[config.mk]
export PLATFORM = sky130hd
export DESIGN_NAME = spi_slave
export DESIGN_NICKNAME = d
export VERILOG_FILES = /design/src/rtl/spi_slave.sv
export SDC_FILE = /design/constraint.sdc
export NUM_CORES = 1
export LEC_CHECK = 0
export ABC_AREA = 1
export CAP_MARGIN = 5
export CORE_UTILIZATION = 30
export DETAILED_ROUTE_END_ITERATION = 16
export HOLD_SLACK_MARGIN = 0.06
export PLACE_DENSITY_LB_ADDON = 0.25
export SLEW_MARGIN = 20
export SYNTH_ARGS = -nofsm -noshare
export SYNTH_HDL_FRONTEND = slang
export SYNTH_SLANG_ARGS = --single-unit
[constraint.sdc]
create_clock -name clk -period 1.9 [get_ports clk]
set_input_delay 0.38 -clock clk [delete_from_list [all_inputs] [get_ports clk]]
set_output_delay 0.38 -clock clk [all_outputs]
set_load 0.005 [all_outputs]
[src/rtl/spi_slave.sv]
// spi_slave: SPI responder for 10-bit command frames with 8-bit read-back.
// Receives a FRAME_W-bit frame on i_mosi while i_ss_n is low and presents it on
// o_rx_data with a one-cycle o_rx_valid pulse. For read commands (top two bits 2'b11)
// it waits for i_tx_valid and then shifts i_tx_data out on o_miso, MSB first.
// o_valid_miso is high for exactly DATA_W cycles.
// Ports:
//   clk, rst_n                  clock, asynchronous active-low reset
//   i_ss_n, i_mosi              slave select (active low) and serial data from the master
//   o_miso, o_valid_miso        serial read data and its qualifier
//   o_sready                    idle, a new frame may start
//   o_rx_data, o_rx_valid       last received frame and its update pulse
//   i_tx_data, i_tx_valid       read word from the back-end, sampled only while waiting for it
//   o_frame_err                 pulse when i_ss_n rises before the transfer is complete
module spi_slave #(
    parameter int FRAME_W = 10,
    parameter int DATA_W  = 8
) (
    input  logic               clk,
    input  logic               rst_n,
    input  logic               i_ss_n,
    input  logic               i_mosi,
    output logic               o_miso,
    output logic               o_valid_miso,
    output logic               o_sready,
    output logic [FRAME_W-1:0] o_rx_data,
    output logic               o_rx_valid,
    input  logic [DATA_W-1:0]  i_tx_data,
    input  logic               i_tx_valid,
    output logic               o_frame_err
);
    typedef enum logic [2:0] {S_IDLE, S_LEAD, S_RX, S_WAIT_TX, S_TX, S_WAIT_SS} state_t;

    state_t             r_state, w_next;
    logic [3:0]         r_cnt, w_cnt;
    logic [FRAME_W-2:0] r_shift, w_shift;
    logic [DATA_W-1:0]  r_tx, w_tx;
    logic               r_miso, w_miso, r_valid_miso, w_valid_miso, r_sready, w_sready;
    logic [FRAME_W-1:0] r_rx_data, w_rx_data;
    logic               r_rx_valid, w_rx_valid, r_frame_err, w_frame_err;
    logic               w_last, w_abort;

    assign w_last  = (r_cnt == 4'd0);
    assign w_abort = i_ss_n && (r_state inside {S_LEAD, S_RX, S_WAIT_TX, S_TX});

    always_ff @(posedge clk or negedge rst_n) begin
        if (!rst_n) begin
            r_state      <= S_IDLE;
            r_cnt        <= '0;
            r_shift      <= '0;
            r_tx         <= '0;
            r_miso       <= 1'b0;
            r_valid_miso <= 1'b0;
            r_sready     <= 1'b1;
            r_rx_data    <= '0;
            r_rx_valid   <= 1'b0;
            r_frame_err  <= 1'b0;
        end else begin
            r_state      <= w_next;
            r_cnt        <= w_cnt;
            r_shift      <= w_shift;
            r_tx         <= w_tx;
            r_miso       <= w_miso;
            r_valid_miso <= w_valid_miso;
            r_sready     <= w_sready;
            r_rx_data    <= w_rx_data;
            r_rx_valid   <= w_rx_valid;
            r_frame_err  <= w_frame_err;
        end
    end

    always_comb begin
        w_next = r_state;
        case (r_state)
            S_IDLE:    w_next = i_ss_n ? S_IDLE : S_LEAD;
            S_LEAD:    w_next = i_ss_n ? S_IDLE : S_RX;
            S_RX:      w_next = i_ss_n ? S_IDLE : !w_last ? S_RX :
                                (r_shift[FRAME_W-2 -: 2] == 2'b11) ? S_WAIT_TX : S_WAIT_SS;
            S_WAIT_TX: w_next = i_ss_n ? S_IDLE : i_tx_valid ? S_TX : S_WAIT_TX;
            S_TX:      w_next = i_ss_n ? S_IDLE : w_last ? S_WAIT_SS : S_TX;
            S_WAIT_SS: w_next = i_ss_n ? S_IDLE : S_WAIT_SS;
            default:   w_next = S_IDLE;
        endcase
    end

    // The lead-in is the cycle between ss_n falling and the master's first bit;
    // the edge leaving LEAD is the one that captures that first bit.
    always_comb begin
        w_cnt        = r_cnt;
        w_shift      = r_shift;
        w_tx         = r_tx;
        w_miso       = r_miso;
        w_valid_miso = r_valid_miso;
        w_rx_data    = r_rx_data;
        w_rx_valid   = 1'b0;
        w_frame_err  = w_abort;
        w_sready     = (w_next == S_IDLE);
        if (w_abort) begin
            w_miso       = 1'b0;
            w_valid_miso = 1'b0;
        end else begin
            case (r_state)
                S_IDLE: w_cnt = 4'(FRAME_W - 1);
                S_LEAD, S_RX: begin
                    if (w_last) begin
                        w_rx_data  = {r_shift, i_mosi};
                        w_rx_valid = 1'b1;
                    end else begin
                        w_shift = {r_shift[FRAME_W-3:0], i_mosi};
                        w_cnt   = r_cnt - 4'd1;
                    end
                end
                S_WAIT_TX: begin
                    if (i_tx_valid) begin
                        w_tx         = {i_tx_data[DATA_W-2:0], 1'b0};
                        w_miso       = i_tx_data[DATA_W-1];
                        w_valid_miso = 1'b1;
                        w_cnt        = 4'(DATA_W - 1);
                    end
                end
                S_TX: begin
                    w_miso       = w_last ? 1'b0 : r_tx[DATA_W-1];
                    w_valid_miso = !w_last;
                    w_tx         = {r_tx[DATA_W-2:0], 1'b0};
                    w_cnt        = w_last ? r_cnt : r_cnt - 4'd1;
                end
                default: ;
            endcase
        end
    end

    assign o_miso       = r_miso;
    assign o_valid_miso = r_valid_miso;
    assign o_sready     = r_sready;
    assign o_rx_data    = r_rx_data;
    assign o_rx_valid   = r_rx_valid;
    assign o_frame_err  = r_frame_err;
endmodule
Word level (Yosys, flattened, before mapping)
Cells that the tools add are included.
{"block": "totals", "ff_bits": 39, "latch_bits": 0, "ramBits": 0, "mem_bits_ro": 0, "mem_count": 0}
{"block": "op_classes", "addsub": 1, "mul": 0, "div_mod_pow": 0, "magnitude_cmp": 0, "eq_ne": 9, "shifts": 0, "muxes": 26, "bitwise": 2, "n_reduce_logical": 16}
{"cell": "3-bit 2-to-1 mux", "count": 7}
{"cell": "3-bit one-hot mux with 6 select lines", "count": 1}
{"cell": "8-bit one-hot mux with 2 select lines", "count": 1}
{"cell": "4-bit one-hot mux with 3 select lines", "count": 1}
{"cell": "1-bit 2-to-1 mux", "count": 10}
{"cell": "3-bit AND reduction", "count": 3}
{"cell": "4-bit 2-to-1 mux", "count": 2}
{"cell": "8-bit 2-to-1 mux", "count": 1}
{"cell": "3-bit by 2-bit equality test with 1-bit output (second input constant)", "count": 2}
{"cell": "3-bit equality test (second input constant)", "count": 2}
{"cell": "3-bit logical NOT", "count": 2}
{"cell": "3-bit nonzero test", "count": 2}
{"cell": "4-bit logical NOT", "count": 1}
{"cell": "2-bit inequality test (second input constant)", "count": 2}
{"cell": "1-bit one-hot mux with 2 select lines", "count": 2}
{"cell": "4-bit AND reduction", "count": 1}
{"cell": "4-bit nonzero test", "count": 1}
{"cell": "4-bit by 1-bit subtractor with 4-bit output (second input constant)", "count": 1}
{"cell": "3-bit by 1-bit equality test with 1-bit output (second input constant)", "count": 1}
{"cell": "3-bit inequality test (second input constant)", "count": 1}
{"cell": "3-bit OR reduction", "count": 1}
{"cell": "2-bit equality test (second input constant)", "count": 1}
{"cell": "2-bit 2-to-1 mux", "count": 1}
{"cell": "1-bit NOT", "count": 2}
{"cell": "5 further kinds", "count": 5}

Depth between registers and ports, before layout
Gate-level depths: netlist of run 1.
{"block": "logic_depth", "depth_word": 6, "ltp_mapped": 11, "mapped_depth_nobuf": 10}

Worst setup path after synthesis of run 1
Ideal clock, no wire load.
{"block": "synth_timing", "path_kind": "register to register", "start": "register r_cnt[0]", "end": "register r_rx_data[0] (netlist: o_rx_data[0])", "setup_ns": 0.126, "arrival_ns": 1.372, "slack_ns": 0.402, "path_stages_with_launch": 11, "path_buffers": 1, "path_cell_list": "dfrtp_1 inv_1 ha_1 nand2_1 nor2_1 inv_1 nor2_1 nand2_1 buf_4 nand2_1 o21ai_0"}
{"block": "synth_between", "elab_chain_cells": 2}
{"item": "from (decl)", "line": "34", "source": "logic [3:0] r_cnt, w_cnt;"}
{"item": "from (signal assigned)", "line": "59", "source": "r_cnt <= w_cnt;"}
{"item": "4-bit logical NOT", "line": "42", "source": "assign w_last = (r_cnt == 4'd0);"}
{"item": "3-bit AND reduction (no source line)"}
{"item": "to (signal assigned)", "line": "65", "source": "r_rx_data <= w_rx_data;"}
{"item": "to (decl)", "line": "38", "source": "logic [FRAME_W-1:0] r_rx_data, w_rx_data;"}
No other way between the ends.
A chain may end at the register's enable or synchronous reset.

Worst setup path after layout of run 1
{"block": "layout_timing", "start": "register r_sready (netlist: o_sready)", "end": "output o_sready"}
{"item": "from (decl)", "line": "37", "source": "logic r_miso, w_miso, r_valid_miso, w_valid_miso, r_sready, w_sready;"}
{"item": "from (signal assigned)", "line": "64", "source": "r_sready <= w_sready;"}
{"item": "to (decl)", "line": "24", "source": "output logic o_sready,"}
No word-level cell between the ends.

==> results of run 1 <==
[cells in the mapped netlist]
master and number:
sky130_fd_sc_hd__a21oi_1 3, sky130_fd_sc_hd__ha_1 2, sky130_fd_sc_hd__buf_2 1, sky130_fd_sc_hd__or2_2 1, sky130_fd_sc_hd__o211ai_1 5, sky130_fd_sc_hd__o21a_1 2
sky130_fd_sc_hd__clkbuf_2 1, sky130_fd_sc_hd__nand4_1 4, sky130_fd_sc_hd__buf_4 2, sky130_fd_sc_hd__nand2_4 2, sky130_fd_sc_hd__nand2_2 3, sky130_fd_sc_hd__nor2_1 11
sky130_fd_sc_hd__nand3_1 8, sky130_fd_sc_hd__xor2_1 1, sky130_fd_sc_hd__nand2_1 54, sky130_fd_sc_hd__inv_1 29, sky130_fd_sc_hd__o21ai_0 28, sky130_fd_sc_hd__a41oi_1 1
sky130_fd_sc_hd__inv_2 1, sky130_fd_sc_hd__dfrtp_1 37, sky130_fd_sc_hd__nor2_4 2, sky130_fd_sc_hd__o21ai_1 1, sky130_fd_sc_hd__dfstp_2 1, sky130_fd_sc_hd__buf_6 1
sky130_fd_sc_hd__nand3_2 3, sky130_fd_sc_hd__nand3b_1 1, sky130_fd_sc_hd__o21ai_4 1
[power by group]
| part | internal, mW | total [mW] | switching, mW |
|---|---|---|---|
| clock network | 0.526 | 0.814 | 0.288 |
| registers | 1.11 | 1.28 | 0.169 |
| logic | 0.547 | 1.25 | 0.705 |
| total | 2.18 | 3.34 | 1.16 |
[registers in the layout, summed over array words and instances, names as in the netlist]
register      cells
r_state           3
o_valid_miso      1
r_shift           9
r_tx              7
o_rx_valid        1
o_miso            1
o_rx_data        10
o_frame_err       1
r_cnt             4
o_sready          1
[final cells by class]
type,count,area (sq um)
Clock inverter,3,68.82
Tap cell,72,90.09
Sequential cell,38,952.2
Timing Repair Buffer,32,330.3
Inverter,30,112.6
Clock buffer,5,68.82
Multi-Input combinational cell,133,688.2
Fill cell,567,3331
[cell families after synthesis]
| group | count (synthesis) | synth area share |
|---|---|---|
| AND/OR/NAND/NOR | 89 | 0.2329 |
| adder cells (fa/ha/maj) | 2 | 0.01398 |
| XOR/XNOR | 1 | 0.004896 |
| flip-flops | 38 | 0.5322 |
| AO/OA/AOI/OAI | 41 | 0.1329 |
| buffers and inverters | 35 | 0.08320 |
[through the flow]
stage	total power, mW	hold slack (ns)	util
floorplan	2.106	0.08441	-
global placement	2.545	0.3737	0.3835
detailed placement	2.567	0.3702	0.3835
CTS	3.412	0.4782	0.4096
global route	3.672	0.5097	0.4096
finish	3.344	0.4739	0.4096
[routing by layer]
metal,routed length (um),vias up
met5,0,-
met4,47,0
met3,133,6
met2,1556,22
met1,1727,657
li1,-,723
[worst min path at each step]
stage                        end  depth (start not counted)  slack (ns)
floorplan            o_frame_err                          0        0.08
global placement      r_state[0]                          1        0.37
detailed placement    r_state[1]                          1        0.37
CTS                     r_cnt[0]                          2        0.48
global route        o_rx_data[9]                          2        0.51
finish                  r_cnt[0]                          2        0.47
[what timing repair did]
action                    4_1_cts  5_1_grt
hold buffers                    1        0
hold endpoints to repair       18        0
setup buffers                   0        0
==> summary.log, run 1 <==
qor: status.run_status finished clean
qor: power_and_ir_drop.static_leakage 1.075 nW
qor: synthesis.synth_largest_type_area_fraction 0.5175
qor: clock_network.cts_resized 0
qor: cells_and_area.post_layout_nonfiller_instances 313
qor: global_routing.gr-usage-met1 0.1611
qor: cells_and_area.mostFrequentLayoutCell sky130_fd_sc_hd__nand2_1
qor: critical_path.regToRegStartpoint r_state[1]
qor: synthesis.synth-seq-area-share 0.5322
qor: global_routing.first_global_vias 1388
qor: critical_path.worst_path_dominant_cell_family flip-flops
qor: critical_path.crit_path_cell_trace clkdlybuf4s50_1
qor: routing.drcViolationCount 0
qor: synthesis.synth.top_cells.by_area sky130_fd_sc_hd__dfrtp_1, sky130_fd_sc_hd__nand2_1, sky130_fd_sc_hd__o21ai_0, sky130_fd_sc_hd__inv_1, sky130_fd_sc_hd__nor2_1
qor: flow_run.cap_viol_max_count 0
qor: synthesis.synth_top_area_cell sky130_fd_sc_hd__dfrtp_1
qor: synthesis.syn-cell-area 1789 sq um
qor: global_routing.grt_overflow_total 0
qor: routing.vias_per_cell 4.498
qor: global_routing.globalRouteTotalUtil 0.1262
qor: place.dp.final_hpwl 2525 um
qor: place.placement.cell_area 2163 sq um
qor: cells_and_area.layout_cell_share_with_drive_strength_beyond_1 0.1120
qor: global_routing.grt_pass1_wl 6092 um
qor: synthesis.synthesized_netlist_cell_count 206
qor: critical_path.crit_path_top_delay_cell sky130_fd_sc_hd__dfstp_2
qor: critical_path.endpoint o_sready
qor: critical_path.worst_setup_path_type reg2out
qor: cells_and_area.final_design_area_no_fill 2311 sq um
qor: sta.rsz0062_at_grt no
qor: clock_network.cts_num_sinks 38
qor: floorplan.die-area 6277 sq um
qor: place.io_buffer_count 27
qor: routing.first_pass_iteration_count_of_the_detailed_router 4
qor: place.dp_cells 304
qor: cells_and_area.finalNetCount 255
qor: critical_path.cp_slowest_stage_delay 0.52 ns
qor: global_routing.busiest_layer met2
qor: routing.post_drt_wl_per_cell 11.07 um
qor: place.gp_congestion 0.8619
qor: clock_network.cts_buffer_depth 2
qor: sta.setup_viol 0
qor: place.placement.setup.worst_slack 0.1601 ns
qor: sta.worst_case_headroom_to_the_max_slew_limit 0.6766
qor: clock_network.h_tree_depth_reported_by_cts 2
qor: synthesis.synth_nets 221
qor: critical_path.critical_path.n_buffers_inverters 1
qor: floorplan.rows 27
qor: power_and_ir_drop.power-per-cell-area 1447 nW/um^2
qor: sta.final_max_slew_viol_count 0
qor: sta.final.setup_skew 0.006836 ns
qor: sta.timing.final.crit_share 0.8727
qor: hold_path.timing.hold.worst.class reg2reg
qor: global_routing.grt_start_max_net_pins 21
qor: synthesis.avgSynthCellArea 8.686 sq um
qor: clock_network.ctsRootBufferMaster sky130_fd_sc_hd__clkbuf_8
qor: critical_path.timing.critical_path.from_type flip-flop
qor: global_routing.groute.layer.met2.usage 0.2009
qor: critical_path.critical_path_peak_fanout 1
qor: global_routing.grt.met3_usage 0.03908
qor: sta.fin_crit 1.658 ns
qor: power_and_ir_drop.peakVddDrop 0.4682 mV
qor: critical_path.path_depth 1
qor: sta.timing.fmax 603.1 MHz
qor: critical_path.r2r.worst_path.cells 7
qor: clock_network.cts.clk_slew.worst_paths 0.07 ns
qor: floorplan.design.portCount 28
qor: sta.fin_tns_setup 0 ns
qor: critical_path.beginning_of_the_critical_path o_sready
qor: clock_network.tritoncts done
qor: sta.finalHoldViolations 0
qor: synthesis.yosys_warnings 0
qor: routing.post_route_antenna_net_violation_count 0
qor: floorplan.floorplan.die.height 79.23 um
qor: critical_path.critical_path.endpoint_type primary output
qor: routing.detailed_route_via_count 1408
qor: sta.tightestPinTransition 0.4851 ns
qor: clock_network.clk-insertion-delay-late 0.29 ns
qor: floorplan.initial_core_utilization 0.3171
qor: critical_path.arrival 1.28 ns
qor: cells_and_area.antenna_diode_instance_count 0
qor: critical_path.worst_reg2reg_endpoint r_tx[7]
qor: sta.postLayoutSetupSlackWorst 0.2418 ns
qor: floorplan.core_area 5642 sq um
qor: synthesis.yosysUniqueCellTypes 27
qor: synthesis.yosys_register_bits 38
qor: routing.drt_iter0_markers 59
qor: routing.drt-total-wl 3465 um
qor: critical_path.crit_required 1.52 ns
qor: floorplan.die-width 79.23 um
qor: cells_and_area.syn2layout_area_growth 29.16%
qor: cells_and_area.most_frequent_cells_in_the_layout sky130_fd_sc_hd__nand2_1, sky130_fd_sc_hd__dfrtp_1, sky130_fd_sc_hd__inv_1
qor: clock_network.numCtsBuffers 5
qor: critical_path.setup.reg_to_reg.worst_slack 0.29 ns
qor: hold_path.worstHoldStart r_cnt[0]
qor: global_routing.number_of_antenna_violations_at_the_first_check_in_global_routing 0
(Power assumes the default switching activity.)
==> run 2: changes to the inputs <==
SKIP_LAST_GASP = 1   (was default)
==> results of run 2 <==
Same layout as run 1: the final DEF is identical, and so are final timing and power.
==> run 3: changes to the inputs <==
CORE_UTILIZATION = 45   (was 30)
SLEW_MARGIN = default   (was 20)
clock period = 2.15 ns   (was 1.9 ns; I/O delays follow)
==> run 3 against run 2 <==
Via count fell by 2.5%. Routed wire length fell by 10%. Combinational power fell by 14%. Global-route usage rose by 4.3 points. Design area fell by 3.8%. Non-clock buffer count fell by 1. Critical path depth rose by 9. Sequential power fell by 12%. Core utilization rose by 18 points. Clock power fell by 26%. Clock-buffer cell count did not move. First-iteration DRC count rose by 31%.
==> summary.log, run 3 (synthesis gave the netlist of run 1 again) <==
qor: status.run_status finished clean
qor: power_and_ir_drop.power-per-cell-area 1262 nW/um^2 [-13%]
qor: cells_and_area.multiInputGateArea 688.2 sq um [unchanged]
qor: sta.final.setup_skew 0.003083 ns [-0.003753 ns]
qor: critical_path.crit_required 2.32 ns [+0.80 ns]
qor: place.dp.final_hpwl 2217 um [-12%]
qor: floorplan.die-area 4232 sq um [-33%]
qor: power_and_ir_drop.power.switching_fraction 0.3605 [+0.01282]
qor: cells_and_area.most_frequent_cells_in_the_layout sky130_fd_sc_hd__nand2_1, sky130_fd_sc_hd__dfrtp_1, sky130_fd_sc_hd__inv_1
qor: power_and_ir_drop.pwr-share-comb 0.382 [+0.008]
qor: floorplan.core_area 3744 sq um [-34%]
qor: cells_and_area.syn2layout_area_growth 24.20%
qor: global_routing.grt_start_max_net_pins 39 [+86%]
qor: cells_and_area.final_design_area_no_fill 2222 sq um [-3.8%]
qor: sta.timing.final.crit_share 0.8195
qor: power_and_ir_drop.peakVddDrop 0.6250 mV [+34%]
qor: routing.post_drt_wl_per_cell 10.78 um [-2.6%]
qor: global_routing.number_of_antenna_violations_at_the_first_check_in_global_routing 0 [unchanged]
qor: critical_path.critical_path_peak_fanout 15 [+14]
qor: clock_network.cts_resized 0 [unchanged]
qor: clock_network.numCtsBuffers 5 [unchanged]
qor: sta.finalHoldViolations 0 [unchanged]
qor: cells_and_area.sequential_cell_area 952.2 sq um [unchanged]
qor: cells_and_area.finalNetCount 254 [-0.39%]
qor: clock_network.post-cts-setup-buffer-count 0 [unchanged]
qor: routing.post_route_antenna_net_violation_count 0 [unchanged]
qor: critical_path.timing.critical_path.from_type flip-flop
qor: sta.rsz0062_at_grt no
qor: power_and_ir_drop.power.total 2.804 mW [-16%]
qor: critical_path.critical_path.endpoint_type flip-flop
qor: power_and_ir_drop.power_switching 1.011 mW [-13%]
qor: sta.tightestPinTransition 0.4620 ns [-0.02316 ns]
qor: routing.vias_per_cell 4.767 [+6.0%]
qor: sta.fin_tns_setup 0 ns [unchanged]
qor: flow_run.cap_viol_max_count 0 [unchanged]
qor: critical_path.crit_path_cell_trace inv_1, ha_1, nand2_1, nor2_1, inv_1, nor2_1, nand2_1, buf_4, nand2_1, o21ai_0
qor: global_routing.globalRouteTotalUtil 0.1694 [+0.04320]
qor: clock_network.postCtsHoldBufs 0 [-1]
qor: clock_network.cts_buffer_depth 2 [unchanged]
qor: clock_network.ctsRootBufferMaster sky130_fd_sc_hd__clkbuf_8
qor: place.gp_congestion 0.8373 [-2.9%]
qor: floorplan.rows 22 [-19%]
qor: global_routing.first_global_vias 1206 [-13%]
qor: clock_network.h_tree_depth_reported_by_cts 2 [unchanged]
qor: clock_network.cts_num_sinks 38 [unchanged]
qor: power_and_ir_drop.p_clk_frac 0.216 [-0.027]
qor: routing.drcViolationCount 0 [unchanged]
qor: sta.setup_viol 0 [unchanged]
qor: clock_network.tritoncts done
qor: sta.worst_case_headroom_to_the_max_slew_limit 0.6920 [+0.01544]
qor: critical_path.worst_path_dominant_cell_family simple AND/OR/NAND/NOR gates
qor: clock_network.cts.clk_slew.worst_paths 0.08 ns [about the same]
qor: routing.first_pass_iteration_count_of_the_detailed_router 5 [+1]
qor: sta.timing.fmax 567.6 MHz
qor: critical_path.worst_setup_path_type reg2reg
qor: critical_path.cp_slowest_stage_delay 0.38 ns [-0.14 ns]
qor: power_and_ir_drop.static_leakage 1.045 nW [-2.8%]
qor: cells_and_area.max_ffs_per_register 10 [unchanged]
qor: cells_and_area.layout.filler_cells 360 [-37%]
qor: hold_path.timing.hold.worst.class in2async
qor: cells_and_area.mostFrequentLayoutCell sky130_fd_sc_hd__nand2_1
qor: critical_path.arrival 1.94 ns [+0.66 ns]
qor: routing.drt_iter0_markers 77 [+31%]
qor: critical_path.cpMostUsedCell sky130_fd_sc_hd__nand2_1
qor: cells_and_area.antenna_diode_instance_count 0 [unchanged]
qor: cells_and_area.layout_cell_share_with_drive_strength_beyond_1 0.1125 [+0.0004668]
qor: global_routing.grt_pass1_wl 5347 um [-12%]
qor: global_routing.grt_overflow_total 0 [unchanged]
qor: sta.final_max_slew_viol_count 0 [unchanged]
qor: power_and_ir_drop.p_seq_frac 0.402 [+0.020]
qor: place.io_buffer_count 27 [unchanged]
qor: critical_path.crit_path_top_delay_cell sky130_fd_sc_hd__dfrtp_1
qor: routing.drt-total-wl 3106 um [-10%]
qor: place.placement.cell_area 2108 sq um [-2.5%]
qor: floorplan.die-width 65.06 um [-18%]
qor: routing.detailed_route_via_count 1373 [-2.5%]
qor: floorplan.design.portCount 28 [unchanged]
qor: floorplan.initial_core_utilization 0.4779 [+0.1608]
qor: critical_path.critical_path.n_buffers_inverters 3 [+2]
qor: sta.fin_crit 1.762 ns
qor: clock_network.clk-insertion-delay-late 0.29 ns [about the same]
qor: power_and_ir_drop.internal-power 1.793 mW [-18%]
qor: floorplan.floorplan.die.height 65.06 um [-18%]
[run 3: layout make-up]
cell class	instances	share of cell area
well taps	48	0.02703
flip-flops and latches	38	0.4285
clock buffers	5	0.03097
repair buffers	31	0.1329
multi-input cells	133	0.3097
clock inverters	3	0.02027
inverters	30	0.05068
[run 3: metrics by stage]
step	util	hold slack, ns	worst slack (ns)	instances
2_1_floorplan	-	0.1344	0.6520	206
3_3_place_gp	0.5632	0.4581	0.3557	280
3_5_place_dp	0.5632	0.4671	0.3024	280
4_1_cts	0.5936	0.1842	0.3889	288
5_1_grt	0.5936	0.2199	0.1546	288
6_report	0.5936	0.1715	0.3881	288
[run 3: path summary, 6_finish.rpt]
| path | from | to | slack, ns | depth (start not counted) |
|---|---|---|---|---|
| setup / recovery | r_cnt[0] | o_rx_data[8] | 0.39 | 10 |
| hold / removal | rst_n | r_tx[5] | 0.17 | 2 |
| setup reg to reg | r_cnt[0] | o_rx_data[8] | 0.39 | 10 |
| hold reg to reg | r_cnt[0] | r_cnt[0] | 0.48 | 2 |
| max in group asynchronous | rst_n | o_sready | 1.64 | 2 |
| min in group clk | r_cnt[0] | r_cnt[0] | 0.48 | 2 |
[run 3: routing by layer]
| layer | up-vias | GRT usage | wire (um) |
|---|---|---|---|
| met5 | - | 0 | 0 |
| met4 | 0 | 0.07337 | 59 |
| met3 | 6 | 0.04754 | 103 |
| met2 | 18 | 0.2539 | 1387 |
| met1 | 621 | 0.2286 | 1556 |
| li1 | 728 | - | - |
[run 3: power by group through the flow]
stage / clock (mW) / sequential (mW) / combinational [mW]
floorplan: 0 / 1.12 / 0.737
global placement: 0 / 1.14 / 1.07
detailed placement: 0 / 1.14 / 1.08
CTS: 0.620 / 1.13 / 1.09
global route: 0.648 / 1.16 / 1.23
finish: 0.604 / 1.13 / 1.07
